===== config.mk =====
export PLATFORM = sky130hd
export DESIGN_NAME = vp_frame_writer
export DESIGN_NICKNAME = d
export VERILOG_FILES = /design/src/rtl/vp_frame_writer_pkg.sv /design/src/rtl/vp_frame_writer_pix_counter.sv /design/src/rtl/vp_frame_writer.sv
export SDC_FILE = /design/constraint.sdc
export NUM_CORES = 1
export LEC_CHECK = 0
export ABC_AREA = 1
export BUFFER_PORTS_ARGS = -buffer_cell sky130_fd_sc_hd__buf_4
export CAP_MARGIN = 10
export CORE_MARGIN = 4
export CORE_UTILIZATION = 45
export DETAILED_ROUTE_END_ITERATION = 6
export GPL_ROUTABILITY_DRIVEN = 0
export PLACE_DENSITY = 0.68
export SETUP_SLACK_MARGIN = 0.4
export SYNTH_ARGS = -nofsm -noshare
export SYNTH_HDL_FRONTEND = slang
export SYNTH_HIERARCHICAL = 1
export SYNTH_SLANG_ARGS = --single-unit

===== constraint.sdc =====
create_clock -name i_clk -period 5.9 [get_ports i_clk]
set_input_delay 0.885 -clock i_clk [delete_from_list [all_inputs] [get_ports i_clk]]
set_output_delay 0.885 -clock i_clk [all_outputs]
set_load 0.02 [all_outputs]

===== src/rtl/vp_frame_writer_pkg.sv =====
// Shared definitions for the frame writer and the display reader: default geometry,
// FSM state encoding and a counter-width helper.
package vp_frame_writer_pkg;

    localparam int unsigned DefDw = 12;
    localparam int unsigned DefRl = 640;
    localparam int unsigned DefRn = 480;
    localparam int unsigned DefAw = 19;

    typedef enum logic {
        StWrite = 1'b0,
        StHold  = 1'b1
    } state_e;

    // Width of a counter that runs 0..n-1; never narrower than one bit.
    function automatic int unsigned cnt_width(input int unsigned n);
        return (n > 1) ? $clog2(n) : 1;
    endfunction

endpackage


===== src/rtl/vp_frame_writer_pix_counter.sv =====
// Column/row/linear-address tracker for the frame writer. The address is a running count
// rather than row*RL+col, and a sync clear zeroes everything for the current cycle.
module vp_frame_writer_pix_counter
    import vp_frame_writer_pkg::*;
#(
    parameter int unsigned RL = DefRl,
    parameter int unsigned RN = DefRn,
    parameter int unsigned AW = DefAw
) (
    input  logic          i_clk,
    input  logic          i_rst,
    input  logic          i_advance,
    input  logic          i_clear,
    output logic [AW-1:0] o_addr,
    output logic          o_last,
    output logic          o_at_origin
);

    localparam int unsigned CW = cnt_width(RL);
    localparam int unsigned RW = cnt_width(RN);

    logic [CW-1:0] col_q, col_d, col_base;
    logic [RW-1:0] row_q, row_d, row_base;
    logic [AW-1:0] addr_q, addr_d, addr_base;
    logic          col_is_last, row_is_last;

    always_comb begin
        // A clear applies to this cycle's pixel, so it lands at (0,0).
        col_base    = i_clear ? '0 : col_q;
        row_base    = i_clear ? '0 : row_q;
        addr_base   = i_clear ? '0 : addr_q;
        col_is_last = (col_base == CW'(RL - 1));
        row_is_last = (row_base == RW'(RN - 1));

        o_addr      = addr_base;
        o_last      = i_advance && col_is_last && row_is_last;
        o_at_origin = (col_q == '0) && (row_q == '0);

        col_d  = col_base;
        row_d  = row_base;
        addr_d = addr_base;
        if (i_advance) begin
            if (col_is_last) begin
                col_d = '0;
                if (row_is_last) begin
                    row_d  = '0;
                    addr_d = '0;
                end else begin
                    row_d  = row_base + RW'(1);
                    addr_d = addr_base + AW'(1);
                end
            end else begin
                col_d  = col_base + CW'(1);
                addr_d = addr_base + AW'(1);
            end
        end
    end

    always_ff @(posedge i_clk) begin
        if (i_rst) begin
            col_q  <= '0;
            row_q  <= '0;
            addr_q <= '0;
        end else begin
            col_q  <= col_d;
            row_q  <= row_d;
            addr_q <= addr_d;
        end
    end

endmodule


===== src/rtl/vp_frame_writer.sv =====
// Ping-pong frame-buffer writer: accepts pixels over ready/valid, writes them to the current
// bank and hands the finished bank to the display reader once it has released the other one.
module vp_frame_writer
    import vp_frame_writer_pkg::*;
#(
    parameter int unsigned DW = DefDw,
    parameter int unsigned RL = DefRl,
    parameter int unsigned RN = DefRn,
    parameter int unsigned AW = DefAw
) (
    input  logic          i_clk,
    input  logic          i_rst,
    input  logic          i_data_valid,
    input  logic [DW-1:0] i_data,
    output logic          o_data_ready,
    input  logic          i_frame_sync,
    input  logic          i_rd_frame_done,
    output logic          o_mem_wr_en,
    output logic [AW:0]   o_mem_addr,
    output logic [DW-1:0] o_mem_wr_data,
    output logic          o_rd_bank,
    output logic          o_frame_done,
    output logic          o_sync_err
);

    state_e        state_q;
    logic          wr_bank_q;
    logic          rd_done_q;
    logic          transfer;
    logic          sync_clear;
    logic [AW-1:0] pix_addr;
    logic          pix_last;
    logic          at_origin;

    // Ready comes from the state register alone so upstream can safely depend on it.
    assign o_data_ready = (state_q == StWrite);
    assign transfer     = i_data_valid && o_data_ready;
    assign sync_clear   = i_frame_sync && o_data_ready;

    vp_frame_writer_pix_counter #(
        .RL (RL),
        .RN (RN),
        .AW (AW)
    ) u_pix_counter (
        .i_clk       (i_clk),
        .i_rst       (i_rst),
        .i_advance   (transfer),
        .i_clear     (sync_clear),
        .o_addr      (pix_addr),
        .o_last      (pix_last),
        .o_at_origin (at_origin)
    );

    always_ff @(posedge i_clk) begin
        if (i_rst) begin
            state_q       <= StWrite;
            wr_bank_q     <= 1'b0;
            o_rd_bank     <= 1'b1;
            rd_done_q     <= 1'b1;
            o_mem_wr_en   <= 1'b0;
            o_mem_addr    <= '0;
            o_mem_wr_data <= '0;
            o_frame_done  <= 1'b0;
            o_sync_err    <= 1'b0;
        end else begin
            o_mem_wr_en  <= 1'b0;
            o_frame_done <= 1'b0;
            o_sync_err   <= 1'b0;
            // Sticky release from the reader; a swap below overrides it.
            if (i_rd_frame_done) begin
                rd_done_q <= 1'b1;
            end
            case (state_q)
                StWrite: begin
                    if (i_frame_sync && !at_origin) begin
                        o_sync_err <= 1'b1;
                    end
                    if (i_data_valid) begin
                        o_mem_wr_en   <= 1'b1;
                        o_mem_addr    <= {wr_bank_q, pix_addr};
                        o_mem_wr_data <= i_data;
                        if (pix_last) begin
                            state_q <= StHold;
                        end
                    end
                end
                StHold: begin
                    if (rd_done_q || i_rd_frame_done) begin
                        wr_bank_q    <= ~wr_bank_q;
                        o_rd_bank    <= wr_bank_q;
                        rd_done_q    <= 1'b0;
                        o_frame_done <= 1'b1;
                        state_q      <= StWrite;
                    end
                end
                default: state_q <= StWrite;
            endcase
        end
    end

endmodule


Word-level counts from Yosys, hierarchy flattened
Index checks and enable logic that the tools add are counted.

$add $sub $neg: 3. Mux-type cells: 21. Bitwise gates (word level): 2. Equal/unequal tests: 2. Reductions and logical operators: 14.

Operator list (number): $mux 19 (4); $mux 9 (4); $mux 10 (3); $add 19x1->19 const B (1); $add 10x1->10 const B (1); $eq 10x10->1 const B (1); $logic_not 10->1 (1); $add 9x1->9 const B (1); $eq 9x9->1 const B (1); $logic_not 9->1 (1); $mux 1 (9); $logic_and 1x1->1 (6); $reduce_and 2->1 (2); $reduce_or 2->1 (2); $not 1->1 (2); $pmux 1 s2 (1); $logic_not 1->1 (1); $logic_or 1x1->1 (1).

Bits of input ports: 17. Word-level logic and storage cells: 54. Output and inout bits: 37. Bits in registers: 77.

Depth between registers and ports, before layout
Gate-level depths: netlist of run 1.

Depth after elaboration: 9. Gate-level depth with buffers: 16. Depth with buffers taken out: 14.

Modules after synthesis
The synthesis of run 1 kept the hierarchy.

Modules (own cells, without submodules): vp_frame_writer_pix_counter (area an instance 2279.7 µm², instances 1, seq. area each 760.7 µm², cells an instance 346); vp_frame_writer (area an instance 1373.8 µm², instances 1, seq. area each 780.7 µm², cells an instance 169).

Worst setup path after synthesis of run 1
Ideal clock, no wire load.

Path kind: input to register. Start: input port i_frame_sync. End: register u_pix_counter.row_q[4]. Path slack: 3.375 ns. Data arrival time: 2.401 ns. Stages on the path: 12. Path buffers: 2. Setup time: 0.124 ns. Data required time: 5.776 ns. Cell sequence: inv_1 > nor2_1 > buf_6 > clkbuf_1 > nor2_1 > ha_1 > nand2_1 > nor2_2 > nand3_2 > nor2_4 > xor2_1 > nor2_1.

Longest elaborated chain between the ends: 6. Elaborated cells on any way between the ends: 9. Classes of those cells: add/sub: 1; eq/ne: 2; mux: 5; reduce/logical: 1.

Ends and longest elaborated chain: start, declared (line vp_frame_writer.sv:16) `input logic i_frame_sync,`; $logic_and 1x1->1 * (line vp_frame_writer.sv:38) `assign sync_clear = i_frame_sync && o_data_ready;`; named net sync_clear (line vp_frame_writer.sv:30) `logic sync_clear;`; $mux 9 (line vp_frame_writer_pix_counter.sv:30) `row_base = i_clear ? '0 : row_q;`; $add 9x1->9 / $eq 9x9->1 (equally long branches) (line vp_frame_writer_pix_counter.sv:49, vp_frame_writer_pix_counter.sv:33); $mux 9 (line vp_frame_writer_pix_counter.sv:45) `if (row_is_last) begin`; $mux 9 (line vp_frame_writer_pix_counter.sv:43) `if (col_is_last) begin`; $mux 9 * (line vp_frame_writer_pix_counter.sv:42) `if (i_advance) begin`; end signal, assigned (line vp_frame_writer_pix_counter.sv:66) `row_q <= row_d;`; end, declared (line vp_frame_writer_pix_counter.sv:23) `logic [RW-1:0] row_q, row_d, row_base;`.

Mark *: on every way through the listed nets, which the timed path passes. The rest lies on a longest branch. A chain may end at the register's enable or synchronous reset.

Final worst setup path of run 1
Start: input port i_data_valid. End: register u_pix_counter.row_q[6].

Longest elaborated chain between the ends: 2.

Ends and longest elaborated chain: start, declared (line vp_frame_writer.sv:13) `input logic i_data_valid,`; $logic_and 1x1->1 (line vp_frame_writer.sv:37) `assign transfer = i_data_valid && o_data_ready;`; $mux 9 (line vp_frame_writer_pix_counter.sv:42).

Every way passes these cells.

==> results_dict.tcl, run 1 <==
set metrics [dict create \
    core-area_um2 7810 \
    clock_power_share_pct 36.8 \
    drc 0 \
    rsz0062_at_grt "no" \
    n_antenna_cell 0 \
    critPathMaxStageDelay_ps 650 \
    p_sw_share_pct 24.7 \
    die_height_um 98.1 \
    avgRoutedWirePerCell_um 12.0 \
    status "completed" \
    dieWidth_um 98.1 \
    maxCapViolations 0 \
    area_delta_synth_final_pct 15.2 \
    hpwlAfterDp_um 5640 \
    cts_tree "built" \
    post_dp_cell_area_um2 4030 \
    cts_buffer_depth 2 \
    yosysTopAreaCell "dfxtp_1" \
    ys_seq_area_share_pct 42.2 \
    start_util_pct 46.8 \
    worstPathArrival_ps 2960 \
    async_flop_share_pct 0 \
    grt_pass1_vias 2938 \
    slew_violations 0 \
    syn_area_per_cell_um2 7.09 \
    yosys.cell_count.top_type "nor2_1" \
    syn-num-nets 535 \
    grt_use_total_pct 17.4 \
    max_freq_mhz 372 \
    synth_area_leaders "dfxtp_1 (42%), nor2_1 (14%), nand2_1 (7.4%), inv_1 (5.7%), o21ai_0 (4.9%)" \
    rows 32 \
    dr.pass1.iters 5 \
    power_density_nw_per_um2 240 \
    critPathKind "input port to register" \
    relSlewSlack_pct 41.8 \
    cpMostUsedCell "nand2_1" \
    clkTransAtPathRegs_ps 80 \
    cts_setup_buffers 0 \
    cts_resized 0 \
    synth_flop_cell "dfxtp_1" \
    pre_cts_slack_ps 2860 \
    grt_max_degree 50 \
    final_nets 582 \
    crit_chain "buf_4 -> nand2_4 -> inv_2 -> nand2_1 -> nor2_2 -> nand3_2 -> nor2_4 -> nand2_1 -> nand2_1 -> nand2_1 -> nor2_1" \
    setup_viol 0 \
    critPathTopFamily "simple AND/OR/NAND/NOR gates" \
    critPathBufInv 2 \
    dr_total_vias 3271 \
    dr.first_iter.drc_count 182 \
    cp.required_ps 6170 \
    finalWorstSetupSlack_ps 3210 \
    wl_um 7990 \
    antenna_found_initial 0 \
    design_area_um2 4210 \
    ant_nets 0 \
    drive_gt1_share_pct 17.9 \
    fill_cells 773 \
    p_seq_share_pct 53.7 \
    end_kind "register" \
    yosys_warnings 6 \
    synth_edf_count 0 \
    synth_top_area_share_pct 42.2 \
    cts_max_level 3 \
    hold_buffers 0 \
    worst_pin_slew_ps 871 \
    layout.cells.non_filler 667 \
    ir_drop_uv 112 \
    cts.sinks 77 \
    startpoint_type "input port" \
    worst_clock_skew_ps 6.93 \
    netlist_top_cells_count "nor2_1 (140), dfxtp_1 (77), nand2_1 (72)" \
    fin_crit_sh_pct 45.5 \
    period_minus_slack_ps 2690 \
    grt-ovfl-total 0 \
    syn_area_um2 3650 \
    post_drt_via_cell_ratio 4.90 \
    min_path_type "register to register" \
    cts_buffers 9 \
    switchingPower_mw 0.250 \
    io_buffer_count 53 \
    power_leakage_nw 1.82 \
    clock_latency_ps 340 \
    crit_slowest_cell "inv_2" \
    die_area_um2 9620 \
    intPower_mw 0.759 \
    netlist_instances 515 \
    tns_ps 0 \
    dp_cells 653 \
    hold_viol_final 0 \
    combPwrFrac_pct 9.5 \
    ys_seq_elements 77 \
    grt_first_pass_wirelength_um 13800 \
    io_pins 54 \
    synth_cell_types 36 \
    root_buffer "clkbuf_8" \
    crit_fanout 49 \
]
[routing by layer]
metal | global-route usage (%) | part of all wire, % | vias to the layer above
met3 | 3.86 | 5.8 | 9
met2 | 26.4 | 45 | 77
met1 | 24.3 | 48 | 1462
met5 | 0 | 0 | -
li1 | - | - | 1723
met4 | 6.28 | 1.1 | 0
[tightest hold or removal path: stages, from the launching register on]
cell and delay [ps]:
dfxtp_1 340, nand2_1 50, nand3_1 50
[cell type report]
cell class              instances  area [µm²]  share of cell area, %
multi-input cells             361        1730                   41.1
repair buffers                 54         405                   9.63
clock inverters                 5        53.8                   1.28
inverters                      59         226                   5.38
clock buffers                   9         124                   2.94
well taps                     102         128                   3.03
flip-flops and latches         77        1540                   36.6
[through the flow]
step	hold slack [ps]	total power, mW	util (%)
floorplan	469	0.618	-
global placement	447	0.650	51.7
detailed placement	449	0.651	51.7
CTS	469	1.02	53.9
global route	505	1.06	53.9
finish	469	1.01	53.9
[power by group through the flow]
stage          clock network, mW  registers (mW)  logic, mW
6_report                   0.371           0.541     0.0962
3_5_place_dp                   0           0.554     0.0972
5_1_grt                    0.405           0.543      0.108
4_1_cts                    0.383           0.542     0.0974
2_1_floorplan                  0           0.569     0.0486
3_3_place_gp                   0           0.553     0.0966
[layout by cell type, fill, tap and decap left out, drive strengths merged]
master	Yosys	final
nor3	10	10
a31oi	2	2
dfxtp	77	77
nor2	155	155
buf	11	54
a21oi	9	9
clkinv	0	4
nand3	29	29
nor3b	2	2
xor2	8	8
xnor2	5	5
nand4	11	11
ha	3	3
o21ai	40	40
o22ai	1	1
nand2	79	79
clkbuf	7	9
nor4	6	6
inv	59	59
nand3b	1	1
bufinv	0	1
[path summary, 6_finish.rpt]
path	slack, ps	cells after the start	endpoint	startpoint
setup / recovery	3210	11	u_pix_counter/row_q[6]	i_data_valid
setup reg to reg	3380	11	u_pix_counter/row_q[6]	state_q
hold reg to reg	470	2	o_rd_bank	o_rd_bank
hold / removal	470	2	o_rd_bank	o_rd_bank
[state kept, by name (all words and copies together) (netlist names)]
signal and count:
o_mem_addr 20, u_pix_counter/addr_q 19, o_mem_wr_data 12, u_pix_counter/col_q 10, u_pix_counter/row_q 9, o_frame_done 1
o_mem_wr_en 1, o_rd_bank 1, o_sync_err 1, rd_done_q 1, state_q 1, wr_bank_q 1
[cell families after synthesis]
group / share of synthesized area, %
buffers and inverters: 10.5
AOI/OAI and AO/OA: 7.23
xor gates and xnor gates: 3.12
adders and majority gates: 1.03
DFF: 42.2
and+or+nand+nor: 36.0
(Power assumes the default switching activity.)
==> run 2, diff against run 1 <==
--- a/config.mk
+++ b/config.mk
@@ -5,7 +5,7 @@
 export SDC_FILE = /design/constraint.sdc
 export NUM_CORES = 1
 export LEC_CHECK = 0
-export ABC_AREA = 1
+export ABC_AREA = 0
 export BUFFER_PORTS_ARGS = -buffer_cell sky130_fd_sc_hd__buf_4
 export CAP_MARGIN = 10
 export CORE_MARGIN = 4
==> constraint.sdc (replaced) <==
create_clock -name i_clk -period 2.5 [get_ports i_clk]
set_input_delay 0.375 -clock i_clk [delete_from_list [all_inputs] [get_ports i_clk]]
set_output_delay 0.375 -clock i_clk [all_outputs]
set_load 0.02 [all_outputs]
==> run 2 against run 1 <==
Combinational power rose by 88%. Count of clock-buffer cells in the layout rose by 1. Clock power rose to 3.3 times the previous value. Flip-flop and latch count did not move. Synthesized cell count fell by 18%. Sequential share of layout area fell by 3.6 points. Area after synthesis fell by 1.5%. Utilization rose by 6.2 points. Total power rose to 2.6 times the previous value. Die area fell by 1.4%. Worst setup slack got worse by 2800 ps. Register-to-register slack got worse by 3000 ps.
==> results_dict.tcl, run 2 <==
set metrics [dict create \
    hpwlAfterDp_um 5700 \
    period_minus_slack_ps 2100 \
    rows 32 \
    netlist_instances 422 \
    max_freq_mhz 475 \
    worstPathArrival_ps 2380 \
    setup_viol 0 \
    synth_cell_types 54 \
    cts_buffer_depth 2 \
    drive_gt1_share_pct 32.9 \
    slew_violations 0 \
    fill_cells 667 \
    startpoint_type "register" \
    final_nets 520 \
    cts.sinks 77 \
    n_antenna_cell 0 \
    power_density_nw_per_um2 568 \
    grt_first_pass_wirelength_um 13800 \
    core-area_um2 7770 \
    yosys_warnings 6 \
    grt_max_degree 34 \
    largest_reg_flops 20 \
    hold_viol_final 0 \
    finalWorstSetupSlack_ps 395 \
    root_buffer "clkbuf_8" \
    dr.pass1.iters 4 \
    fin_crit_sh_pct 84.2 \
    avgRoutedWirePerCell_um 14.1 \
    top_register "o_mem_addr" \
    synth_edf_count 0 \
    die_height_um 97.4 \
    pre_cts_slack_ps -30.6 \
    die_area_um2 9490 \
    dr.first_iter.drc_count 129 \
    total_power_mw 2.65 \
    power_leakage_nw 1.72 \
    syn-num-nets 442 \
    cts_tree "built" \
    synth_top_area_share_pct 42.8 \
    synth_flop_cell "dfxtp_1" \
    clkTransAtPathRegs_ps 80 \
    dieWidth_um 97.4 \
    start_util_pct 46.3 \
    cts_max_level 3 \
    syn_area_um2 3600 \
    hold_buffers 0 \
    wl_met2_um 3880 \
    netlist_top_cells_count "nand2_1 (84), dfxtp_1 (77), nor2_1 (31)" \
    maxCapViolations 0 \
    min_path_type "input port to register" \
    yosysTopAreaCell "dfxtp_1" \
    mostFrequentLayoutCell "nand2_1" \
    status "completed" \
    drc 0 \
    wl_met1_um 4080 \
    async_flop_share_pct 0 \
    grt_use_total_pct 17.2 \
    worst_pin_slew_ps 486 \
    ys_seq_elements 77 \
    syn_area_per_cell_um2 8.53 \
    topRoutingLayerUsed "met4" \
    relSlewSlack_pct 67.3 \
    rsz0062_at_grt "yes" \
    clock_latency_ps 340 \
    wl_um 8540 \
    wl_met3_um 442 \
    crit_fanout 18 \
    grt-ovfl-total 0 \
    critPathKind "register to register" \
    reg_top3 "o_mem_addr x20, u_pix_counter/addr_q x19, o_mem_wr_data x12" \
    area_delta_synth_final_pct 29.7 \
    final_cell_mix "nand2_1 (84), buf_4 (83), dfxtp_1 (76), nor2_1 (30), a21oi_2 (29)" \
    ys_seq_area_share_pct 42.8 \
    cts_buffers 9 \
    worst_clock_skew_ps 7.53 \
    grt_pass1_vias 2943 \
    synth_area_leaders "dfxtp_1 (43%), nand2_1 (8.8%), a21oi_2 (6.3%), xnor2_1 (3.9%), nor2b_1 (3.5%)" \
    post_drt_via_cell_ratio 5.26 \
    io_buffer_count 53 \
    end_kind "register" \
    cp.required_ps 2780 \
    io_pins 54 \
    ir_drop_uv 308 \
    dr_total_vias 3194 \
    ant_nets 0 \
    yosys.cell_count.top_type "nand2_1" \
    antenna_found_initial 0 \
]
[run 2: stage by stage]
| step | hold slack, ps | util, % | cells | instance area, µm² | TNS (ps) |
|---|---|---|---|---|---|
| 6_report | 281 | 60.1 | 607 | 4670 | 0 |
| 5_1_grt | 273 | 60.1 | 607 | 4670 | 0 |
| 4_1_cts | 260 | 57.9 | 594 | 4500 | 0 |
| 3_5_place_dp | 453 | 53.9 | 578 | 4190 | -90.2 |
| 3_3_place_gp | 443 | 53.9 | 578 | 4190 | 0 |
| 2_1_floorplan | 454 | - | 422 | 3690 | 0 |
[run 2: layer usage]
metal	up-vias	GRT usage, %
met3	13	3.23
met1	1496	23.4
li1	1601	-
met2	84	26.7
met5	-	0
met4	0	7.03
[run 2: what timing repair did]
action / 4_1_cts / 5_1_grt
gates resized for setup: 14 / 15
cloned: 0 / 1
hold endpoints to repair: 0 / 0
buffers inserted: 0 / 12
endpoints found under the setup margin: 29 / 28
pin swaps: 3 / 5
[run 2: worst max-delay path, cell delays in order, from the launching register on]
cell and delay, ps:
dfxtp_2 340, and2b_4 240, buf_6 170, nand4b_1 220, or3_4 430, or4_4 490, a21oi_2 150
[run 2: path summary, 6_finish.rpt]
kind             startpoint                  endpoint  slack (ps)  cells past startpoint
max reg2reg         state_q  u_pix_counter/addr_q[17]         400                      6
min               i_data[9]          o_mem_wr_data[9]         280                      3
max                 state_q  u_pix_counter/addr_q[17]         400                      6
min reg2reg  o_mem_addr[17]            o_mem_addr[17]         460                      2
[run 2: kinds of logic (layout without fill, tap and decap cells)]
family,after synthesis,count (layout),share of synthesized area [%]
compound gates,68,68,13.8
xor+xnor,21,21,5.11
fa+ha+maj,3,3,1.04
buf+inv,36,118,6.29
flops,77,77,42.8
mux,2,2,0.556
simple gates,215,216,30.4
[run 2: area by class of cell]
cell class / count / area (µm²) / share of cell area (%)
Clock buffer: 10 / 128 / 2.73
Multi-Input combinational cell: 310 / 1990 / 42.6
Sequential cell: 77 / 1540 / 33.0
Timing Repair Buffer: 87 / 677 / 14.5
Inverter: 15 / 68.8 / 1.47
Clock inverter: 6 / 134 / 2.87
Tap cell: 102 / 128 / 2.73
[run 2: report_power, final]
part	internal (mW)	total (mW)	switching, mW	leakage (nW)
registers	1.24	1.25	0.00987	0.624
logic	0.0746	0.181	0.106	0.969
clock network	0.767	1.22	0.452	0.131
==> run 3, diff against run 2 <==
--- a/config.mk
+++ b/config.mk
@@ -5,14 +5,14 @@
 export SDC_FILE = /design/constraint.sdc
 export NUM_CORES = 1
 export LEC_CHECK = 0
-export ABC_AREA = 0
+export ABC_AREA = 1
 export BUFFER_PORTS_ARGS = -buffer_cell sky130_fd_sc_hd__buf_4
 export CAP_MARGIN = 10
 export CORE_MARGIN = 4
 export CORE_UTILIZATION = 45
 export DETAILED_ROUTE_END_ITERATION = 6
 export GPL_ROUTABILITY_DRIVEN = 0
-export PLACE_DENSITY = 0.68
+export PLACE_DENSITY = 0.71
 export SETUP_SLACK_MARGIN = 0.4
 export SYNTH_ARGS = -nofsm -noshare
 export SYNTH_HDL_FRONTEND = slang
==> constraint.sdc (replaced) <==
create_clock -name i_clk -period 1.7 [get_ports i_clk]
set_input_delay 0.255 -clock i_clk [delete_from_list [all_inputs] [get_ports i_clk]]
set_output_delay 0.255 -clock i_clk [all_outputs]
set_load 0.02 [all_outputs]
==> run 3 against run 2 <==
The flow now finishes with violations (setup timing). Clock power grew 20%. Fmax increased by 10%. Cell count is 24% higher. Count of clock-buffer cells in the layout unchanged. Utilization rose by 13 points. Critical path depth rose by 6. Via count is 25% higher. Largest cell class unchanged. Largest power group unchanged.
==> results_dict.tcl, run 3 (same netlist as run 1, synthesis figures left out) <==
set metrics [dict create \
    multiInputGateArea_um2 2310 \
    worstPathArrival_ps 2180 \
    final_cell_mix "buf_4 (104), nor2_1 (87), dfxtp_1 (76), nand2_1 (57), inv_1 (50)" \
    wl_met3_um 804 \
    ant_nets 0 \
    slew_violations 0 \
    wl_um 12200 \
    cts_tree "built" \
    top_register "o_mem_addr" \
    io_buffer_count 53 \
    grt_use_total_pct 21.5 \
    reg_top3 "o_mem_addr x20, u_pix_counter/addr_q x19, o_mem_wr_data x12" \
    relSlewSlack_pct 64.2 \
    cts_max_level 3 \
    startpoint_type "register" \
    rows 32 \
    cts.sinks 77 \
    fin_crit_sh_pct 112 \
    maxCapViolations 0 \
    cts_buffer_depth 2 \
    status "complete, but fails checks" \
    worst_clock_skew_ps 14.1 \
    critPathKind "register to register" \
    fin_util_pct 73.4 \
    power_leakage_nw 2.45 \
    grt_max_degree 37 \
    violations "setup timing" \
    dp_cells 707 \
    topRoutingLayerUsed "met4" \
    dr_total_vias 3978 \
    io_pins 54 \
    antenna_found_initial 0 \
    layout.cells.non_filler 750 \
    dieWidth_um 98.1 \
    wl_met2_um 6360 \
    rsz0062_at_grt "yes" \
    cts_buffers 9 \
    cp.required_ps 1970 \
    clock_latency_ps 360 \
    setup_viol 27 \
    die_height_um 98.1 \
    ir_drop_uv 396 \
    final_nets 663 \
    crit_fanout 10 \
    largest_reg_flops 20 \
    fill_cells 498 \
    drive_gt1_share_pct 43.5 \
    pre_cts_slack_ps -171 \
    dr.pass1.iters 7 \
    avgRoutedWirePerCell_um 16.3 \
    grt-ovfl-total 0 \
    max_freq_mhz 525 \
    start_util_pct 46.8 \
    mostFrequentLayoutCell "buf_4" \
    area_delta_synth_final_pct 56.9 \
    n_antenna_cell 0 \
    min_path_type "input port to register" \
    die_area_um2 9620 \
    end_kind "register" \
    core-area_um2 7810 \
    drc 0 \
    finalWorstSetupSlack_ps -205 \
    power_density_nw_per_um2 690 \
    grt_first_pass_wirelength_um 17100 \
    hpwlAfterDp_um 6530 \
    post_drt_via_cell_ratio 5.30 \
    root_buffer "clkbuf_8" \
    grt_pass1_vias 3720 \
    clkTransAtPathRegs_ps 100 \
    hold_viol_final 0 \
    period_minus_slack_ps 1910 \
    worst_pin_slew_ps 531 \
    r2r_slack_ps -210 \
    seq_area_um2 1550 \
    dr.first_iter.drc_count 234 \
    wl_met1_um 4590 \
]
run 3: report_power, final:
group | internal, mW | switching, mW | total (mW)
sequential | 1.85 | 0.0461 | 1.90
combinational | 0.280 | 0.311 | 0.591
clock | 0.693 | 0.774 | 1.47
total | 2.82 | 1.13 | 3.96
run 3: final timing paths:
check	cells past startpoint	from	to
setup reg to reg	12	state_q	u_pix_counter/addr_q[18]
setup / recovery	12	state_q	u_pix_counter/addr_q[18]
hold reg to reg	2	o_mem_wr_data[8]	o_mem_wr_data[8]
hold / removal	3	i_data[8]	o_mem_wr_data[8]
run 3: metal layers:
metal / GRT usage, % / vias up
li1: - / 1881
met1: 25.2 / 1868
met2: 38.0 / 186
met3: 3.93 / 43
met4: 9.69 / 0
met5: 0 / -
run 3: layout make-up:
cell class | instances | area share [%]
sequential | 77 | 27.0
tap | 102 | 2.23
multi-input combinational | 361 | 40.3
clock buffer | 10 | 2.23
inverter | 59 | 4.39
clock inverter | 6 | 1.24
timing repair buffer | 135 | 22.7
run 3: through the flow:
step,setup TNS (ps),instance area [µm²],power [mW],hold WS (ps)
2_1_floorplan,-1700,3760,2.16,327
3_3_place_gp,-3410,4540,2.31,447
3_5_place_dp,-4000,4540,2.32,458
4_1_cts,-499,5220,3.84,142
5_1_grt,-3950,5730,4.09,133
6_report,-1250,5730,3.96,135
run 3: worst max-delay path: stages (launching register included):
cell and delay [ps]:
dfxtp_4 370, nor2_4 40, buf_12 140, inv_8 80, buf_8 130, buf_4 140, nand3_1 120, nor2_2 200
nand3_1 120, nor2_2 220, nand4_1 120, nand2_1 90, nor2_1 40
run 3: what timing repair did:
item,in CTS,in global routing
endpoints found under the setup margin,66,72
pin swaps,30,23
setup buffers,12,9
gates resized for setup,88,107
hold buffers,0,0
gates cloned,4,2
